===== config.mk =====
export PLATFORM = sky130hd
export DESIGN_NAME = spi_pred_link
export DESIGN_NICKNAME = d
export VERILOG_FILES = /design/src/rtl/spi_pred_link.sv
export SDC_FILE = /design/constraint.sdc
export NUM_CORES = 1
export LEC_CHECK = 0
export BUFFER_PORTS_ARGS = -buffer_cell sky130_fd_sc_hd__buf_4
export CAP_MARGIN = 15
export CORE_UTILIZATION = 41
export CTS_BUF_LIST = sky130_fd_sc_hd__clkbuf_4 sky130_fd_sc_hd__clkbuf_8
export CTS_CLUSTER_DIAMETER = 150
export DETAILED_ROUTE_END_ITERATION = 8
export GPL_TIMING_DRIVEN = 1
export SYNTH_ARGS = -nofsm -noshare
export SYNTH_HDL_FRONTEND = slang
export SYNTH_SLANG_ARGS = --single-unit

===== constraint.sdc =====
create_clock -name clk -period 2.25 [get_ports clk]
set_clock_uncertainty 0.15 [all_clocks]
set_input_delay 0.225 -clock clk [delete_from_list [all_inputs] [get_ports clk]]
set_output_delay 0.225 -clock clk [all_outputs]
set_load 0.005 [all_outputs]

===== src/rtl/spi_pred_link.sv =====
// SPI slave front end for a branch predictor.
// Receives an instruction address plus a branch-direction bit, publishes the
// address, and returns the predictor output on miso during the final bit.
module spi_pred_link #(
  parameter int ADDR_W      = 16,
  parameter int SYNC_STAGES = 2
) (
  input  logic              clk,
  input  logic              rst_n,
  input  logic              cs,
  input  logic              sclk,
  input  logic              mosi,
  input  logic              pred_in,
  output logic              miso,
  output logic [ADDR_W-1:0] inst_addr,
  output logic              addr_valid,
  output logic              direction_ground_truth,
  output logic              frame_valid,
  output logic              frame_err
);

  localparam int CNT_W = $clog2(ADDR_W + 3);
  localparam logic [CNT_W-1:0] CNT_ADDR_LAST = CNT_W'(ADDR_W - 1);
  localparam logic [CNT_W-1:0] CNT_FULL      = CNT_W'(ADDR_W + 1);
  localparam logic [CNT_W-1:0] CNT_MAX       = CNT_W'(ADDR_W + 2);

  typedef enum logic {IDLE, SHIFT} state_t;

  state_t                   state_q, state_n;
  logic [SYNC_STAGES-1:0]   cs_sync, sclk_sync, mosi_sync;
  logic                     cs_d, sclk_d;
  logic                     cs_s, sclk_s, mosi_s;
  logic                     cs_fall, cs_rise, sclk_rise;
  logic [SYNC_STAGES:0]     flush_q;
  logic                     armed_q;
  logic [CNT_W-1:0]         cnt_q;
  logic [ADDR_W-1:0]        shreg_q;
  logic                     load_q;
  logic                     start, do_shift, end_ok, end_bad;

  assign cs_s      = cs_sync[SYNC_STAGES-1];
  assign sclk_s    = sclk_sync[SYNC_STAGES-1];
  assign mosi_s    = mosi_sync[SYNC_STAGES-1];
  assign cs_fall   = cs_d & ~cs_s;
  assign cs_rise   = ~cs_d & cs_s;
  assign sclk_rise = ~sclk_d & sclk_s;

  // Synchronisers plus one-cycle-delayed copies for edge detection.
  always_ff @(posedge clk) begin
    if (!rst_n) begin
      cs_sync   <= '1;
      sclk_sync <= '0;
      mosi_sync <= '0;
      cs_d      <= 1'b1;
      sclk_d    <= 1'b0;
    end else begin
      // NOTE: non-blocking assignments let every stage capture its predecessor's old value.
      cs_sync   <= {cs_sync[SYNC_STAGES-2:0], cs};
      sclk_sync <= {sclk_sync[SYNC_STAGES-2:0], sclk};
      mosi_sync <= {mosi_sync[SYNC_STAGES-2:0], mosi};
      cs_d      <= cs_s;
      sclk_d    <= sclk_s;
    end
  end

  // Arm frame start only once cs has been seen high through a flushed
  // synchroniser, so a frame cut by reset is never resumed.
  always_ff @(posedge clk) begin
    if (!rst_n) begin
      flush_q <= '0;
      armed_q <= 1'b0;
    end else begin
      flush_q <= {flush_q[SYNC_STAGES-1:0], 1'b1};
      if (flush_q[SYNC_STAGES] && cs_s) armed_q <= 1'b1;
    end
  end

  // State register.
  always_ff @(posedge clk) begin
    if (!rst_n) state_q <= IDLE;
    else        state_q <= state_n;
  end

  // Next-state and per-cycle control strobes; cs rising wins over a coincident sclk edge.
  always_comb begin
    // NOTE: defaults first so no path leaves a signal unassigned (no latches).
    state_n  = state_q;
    start    = 1'b0;
    do_shift = 1'b0;
    end_ok   = 1'b0;
    end_bad  = 1'b0;
    case (state_q)
      IDLE: begin
        if (cs_fall && armed_q) begin
          state_n = SHIFT;
          start   = 1'b1;
        end
      end
      SHIFT: begin
        if (cs_rise) begin
          state_n = IDLE;
          if (cnt_q == CNT_FULL) end_ok  = 1'b1;
          else                   end_bad = 1'b1;
        end else if (sclk_rise) begin
          do_shift = 1'b1;
        end
      end
      default: state_n = IDLE;
    endcase
  end

  // Datapath: bit counter, shift register, published results and pulses.
  always_ff @(posedge clk) begin
    if (!rst_n) begin
      // NOTE: the shift register is plain flops, so it is cleared along with the rest.
      cnt_q                  <= '0;
      shreg_q                <= '0;
      load_q                 <= 1'b0;
      inst_addr              <= '0;
      addr_valid             <= 1'b0;
      direction_ground_truth <= 1'b0;
      miso                   <= 1'b0;
      frame_valid            <= 1'b0;
      frame_err              <= 1'b0;
    end else begin
      load_q      <= do_shift && (cnt_q == CNT_ADDR_LAST);
      addr_valid  <= load_q;
      frame_valid <= end_ok;
      frame_err   <= end_bad;
      if (load_q) inst_addr <= shreg_q;
      if (start) begin
        cnt_q <= '0;
        miso  <= pred_in;
      end else if (addr_valid) begin
        miso  <= pred_in;
      end
      if (do_shift) begin
        shreg_q <= {shreg_q[ADDR_W-2:0], mosi_s};
        cnt_q   <= (cnt_q == CNT_MAX) ? cnt_q : cnt_q + 1'b1;
      end
      if (end_ok) direction_ground_truth <= shreg_q[0];
    end
  end

endmodule


# Word level (Yosys, flattened, before mapping)
# Cells that the tools add are included.
[word_totals]
register_bits = 56
elab_cells = 54
out_inout_bits = 21
input_bits = 6
[op_classes]
mux = 17
reduce_logical = 7
bitwise_logic = 7
addsub = 1
eq_ne = 4
[ops]
columns = ["cell", "n"]
rows = [
  ["5-bit two-way mux", 3],
  ["1-bit two-way mux", 13],
  ["5-bit equality test (second input constant)", 2],
  ["5-bit by 1-bit adder with 5-bit output (second input constant)", 1],
  ["5-bit by 4-bit equality test with 1-bit output (second input constant)", 1],
  ["1-bit inverter", 4],
  ["2-bit nonzero test", 2],
  ["1-bit bitwise AND", 3],
  ["1-bit logical AND", 3],
  ["3-bit AND reduction", 1],
  ["2-bit inequality test (second input constant)", 1],
  ["1-bit one-hot mux with 2 select lines", 1],
  ["2-bit AND reduction", 1],
]

# Longest topological paths before layout
[depth]
ltp_word = 7
depth_mapped = 6
ltp_nobuf = 6

# Worst setup path before layout
# Ideal clock, no wire load.
[synth_timing]
path_type = "register -> register"
from = "register cs_sync[1]"
to = "register cnt_q[3]"
setup_ns = 0.120
path_stages_with_launch = 6
t_required_ns = 1.980
n_path_buf = 1
period_less_slack_ns = 1.573
arrival_ns = 1.303
path_slack_ns = 0.677
cell_sequence = "dfxtp_1 -> nor2b_4 -> or3_1 -> buf_6 -> and3_1 -> o31a_1"
[synth_via]
elab_chain_cells = 7
word_cells_on_any_way = 12
cone_classes = "1 x eq/ne; 5 x mux; 3 x bitwise; 3 x reduce/logical"
[synth_rtl]
columns = ["item", "line_no", "rtl"]
rows = [
  ["start: declaration", "30", "logic [SYNC_STAGES-1:0] cs_sync, sclk_sync, mosi_sync;"],
  ["start signal: assignment", "58", "cs_sync <= {cs_sync[SYNC_STAGES-2:0], cs};"],
  ["1-bit inverter", "44", "assign cs_fall = cs_d & ~cs_s;"],
  ["1-bit bitwise AND", "44", ""],
  ["1-bit logical AND", "94", "if (cs_fall && armed_q) begin"],
  ["1-bit two-way mux", "94", ""],
  ["1-bit two-way mux", "92", "case (state_q)"],
  ["2-bit nonzero test (no source line)", "--", ""],
  ["2-bit AND reduction (no source line)", "--", ""],
  ["end signal: assignment", "139", "cnt_q <= (cnt_q == CNT_MAX) ? cnt_q : cnt_q + 1'b1;"],
  ["end: declaration", "36", "logic [CNT_W-1:0] cnt_q;"],
]
# Parallel ways exist; a longest one is shown, timed or not.
# A chain may end at the register's enable or synchronous reset.

# Worst setup path in the final report
[layout_timing]
from = "register state_q"
to = "register cnt_q[3]"
[layout_via]
elab_chain_cells = 3
word_cells_on_any_way = 6
cone_classes = "1 x eq/ne; 3 x mux; 2 x reduce/logical"
[layout_rtl]
columns = ["item", "line_no", "rtl"]
rows = [
  ["start: declaration", "29", "state_t state_q, state_n;"],
  ["start signal: assignment", "81", "else state_q <= state_n;"],
  ["1-bit two-way mux", "92", ""],
  ["2-bit inequality test (no source line) / 2-bit nonzero test (equally long branches)", "--", ""],
  ["2-bit AND reduction (no source line)", "--", ""],
]
# Parallel ways exist; a longest one is shown, timed or not.

==> flow_summary.ini <==
[run_status]
run_status = finished clean

[synthesis]
synth_area_sq_mm = 0.00212
yosys.area.top_type = dfxtp_1
synth.ff_latch_count = 56
syn_nets = 220
postSynthAreaPerCell_sq_um = 10.1
synth_area_leaders = dfxtp_1 53%, mux2i_1 9.9%, nand2_1 6.2%
synth_ff_type = dfxtp_1
synth_most_common_cell = dfxtp_1
async_flop_share = 0
synth.distinct_cells = 27
synth_edf_count = 0
yosys_warnings = 0
seq_area_frac_synth = 0.529
ys_top_cells_by_count = 56 x dfxtp_1, 35 x nand2_1, 21 x mux2i_1
syn-instance-count = 210
yosysTopAreaCellShare = 0.529

[power]
p_int_w = 0.00134
powerDensity_mw_per_mm2 = 665
power.clock.fraction = 0.372
ir_worst_vdd_v = 0.000355
p_comb_frac = 0.025
switchingPower_w = 0.000323
p_leak_nw = 0.931
p_total_w = 0.00167
swShare = 0.194
p_seq_frac = 0.603

[sta]
rsz0062_at_grt = false
slew_viol_final = 0
fin_crit_sh = 0.787
hold_viol = 0
relSlewSlack = 0.617
setup_viol = 0
period_needed_ns = 1.77
setup_tns_ns = 0
tightest_slew_ns = 0.572
fmax_mhz = 565

[clocking]
clkTransAtPathRegs_ns = 0.09
postCtsSetupBuffers = 0
clock_sinks = 56
cts_made_buffers = 5
cts-root-buf = clkbuf_8
tritoncts = yes
insertion_delay_ns = 0.30
htreeDepth = 2
clk_path_buf_depth = 2

[hold_path]
min_from = pred_in
hold_depth = 3
worstHoldPathType = input pin to flop
holdPathEnd = miso

[place]
routabilityCongestion = 0.731
place_area_sq_mm = 0.00238
io_buffers = 26
place_inst = 295
hpwl_um = 2240

[detailed_routing]
ant_nets = 0
detail_route.wirelength_um = 3460
drt_iter0_markers = 86
dr_total_vias = 1428
first_pass_iters = 4
wire_per_inst_um = 11.4
via_per_inst = 4.70
drc = 0

[job]
cap_viol_max_count = 0

[setup_path]
worst-path-buf-inv = 0
crit_fanout = 11
crit_path_end_kind = flop
cp_top_family = simple AND/OR/NAND/NOR gates
critical_path_required_ns = 2.30
cp_cell_sequence = nand2_1 -> or3_1 -> and3_1 -> o31a_1
crit_type = flop to flop
reg2reg_from = state_q
cp_slowest_stage_delay_ns = 0.50
r2r_slack_ns = 0.48
reg2reg_to = cnt_q[3]
slowest_stage = or3_1
cp-start-kind = flop
r2r_cells = 4
arrival_ns = 1.82

[floorplan]
die_width_um = 73.9
io-pin-count = 27
core_area_sq_mm = 0.00485
die_y_um = 73.9
start_util = 0.437
dieArea_sq_mm = 0.00546
rows = 25

[global_routing]
grt_usage = 0.144
grt_max_degree = 62
grt_pass1_wl_um = 6070
grt_pass1_vias = 1369
grt-ovfl-total = 0
antenna_found_initial = 0

[layout]
drive_gt1_frac = 0.169
diodes = 0
area_growth_pct = 18.1
nFillCells = 454
nNetsFinal = 248
fin_cells = 304
fin_area_sq_mm = 0.00250
registers in the layout, indices dropped and copies added (netlist names):
signal                  cells
cs_d                        1
sclk_d                      1
state_q                     1
sclk_sync                   2
direction_ground_truth      1
frame_valid                 1
cs_sync                     2
shreg_q                    16
cnt_q                       5
addr_valid                  1
miso                        1
armed_q                     1
load_q                      1
frame_err                   1
flush_q                     3
inst_addr                  16
mosi_sync                   2
layout make-up:
| cell class | count | area (sq um) | share of cell area |
|---|---|---|---|
| clock inverter | 1 | 30.0 | 0.0120 |
| sequential | 56 | 1120 | 0.448 |
| multi-input combinational | 139 | 935 | 0.373 |
| clock buffer | 5 | 68.8 | 0.0275 |
| tap | 67 | 83.8 | 0.0335 |
| inverter | 3 | 11.3 | 0.00450 |
| timing repair buffer | 33 | 255 | 0.102 |
power by group through the flow:
stage / combinational (W) / clock, W / sequential (W)
3_5_place_dp: 0.0000385 / 0 / 0.00103
4_1_cts: 0.0000428 / 0.000642 / 0.00100
3_3_place_gp: 0.0000389 / 0 / 0.00103
2_1_floorplan: 0.0000275 / 0 / 0.00103
6_report: 0.0000421 / 0.000620 / 0.00100
5_1_grt: 0.0000463 / 0.000679 / 0.00101
cell families after synthesis:
kind of cell | count (synthesis) | synth area share
and+or+nand+nor | 92 | 0.233
adders and majority gates | 4 | 0.0236
DFF | 56 | 0.529
muxes | 21 | 0.0991
AOI/OAI and AO/OA | 22 | 0.0826
buffers and inverters | 15 | 0.0330
worst min-delay path: stages:
cell and delay, ns:
buf_4 0.08, mux2i_1 0.05, nor2b_1 0.09
per-stage QoR:
step / utilization / hold slack (ns) / setup WS (ns)
after floorplan: - / 0.103 / 0.677
after global placement: 0.490 / 0.241 / 0.540
after detailed placement: 0.490 / 0.258 / 0.489
after CTS: 0.517 / 0.0263 / 0.475
after global routing: 0.517 / 0.0517 / 0.333
final: 0.517 / 0.0359 / 0.479
metal layers:
| metal | part of all wire | GRT usage | vias to the layer above |
|---|---|---|---|
| li1 | - | - | 746 |
| met1 | 0.52 | 0.191 | 657 |
| met2 | 0.45 | 0.228 | 21 |
| met3 | 0.025 | 0.0370 | 4 |
| met4 | 0.0090 | 0.0513 | 0 |
| met5 | 0 | 0 | - |
repair_timing:
item / 4_1_cts / 5_1_grt
hold buffers: 3 / 0
resized for setup: 0 / 0
hold endpoints to repair: 3 / 0
layout by cell type, fill, tap and decap left out, types with 2 or more instances in the layout:
cell type	synthesis	final
a21boi_0	16	16
a21oi_1	2	2
and2_1	9	9
and3_1	4	4
buf_4	0	30
clkbuf_8	0	5
dfxtp_1	56	56
dlygate4sd3_1	0	3
ha_1	4	4
inv_1	3	3
mux2i_1	21	21
nand2_1	35	35
nand2b_1	6	6
nand3_1	7	7
nor2_1	3	3
nor2b_1	20	20
worst max-delay path by stage:
stage | from | slack [ns] | cells after the start | to
2_1_floorplan | cs_sync[1] | 0.68 | 5 | cnt_q[3]
3_3_place_gp | cs_sync[1] | 0.54 | 4 | cnt_q[3]
3_5_place_dp | state_q | 0.49 | 4 | cnt_q[3]
4_1_cts | state_q | 0.48 | 4 | cnt_q[3]
5_1_grt | state_q | 0.33 | 4 | cnt_q[0]
6_report | state_q | 0.48 | 4 | cnt_q[3]
(Power assumes the default switching activity.)
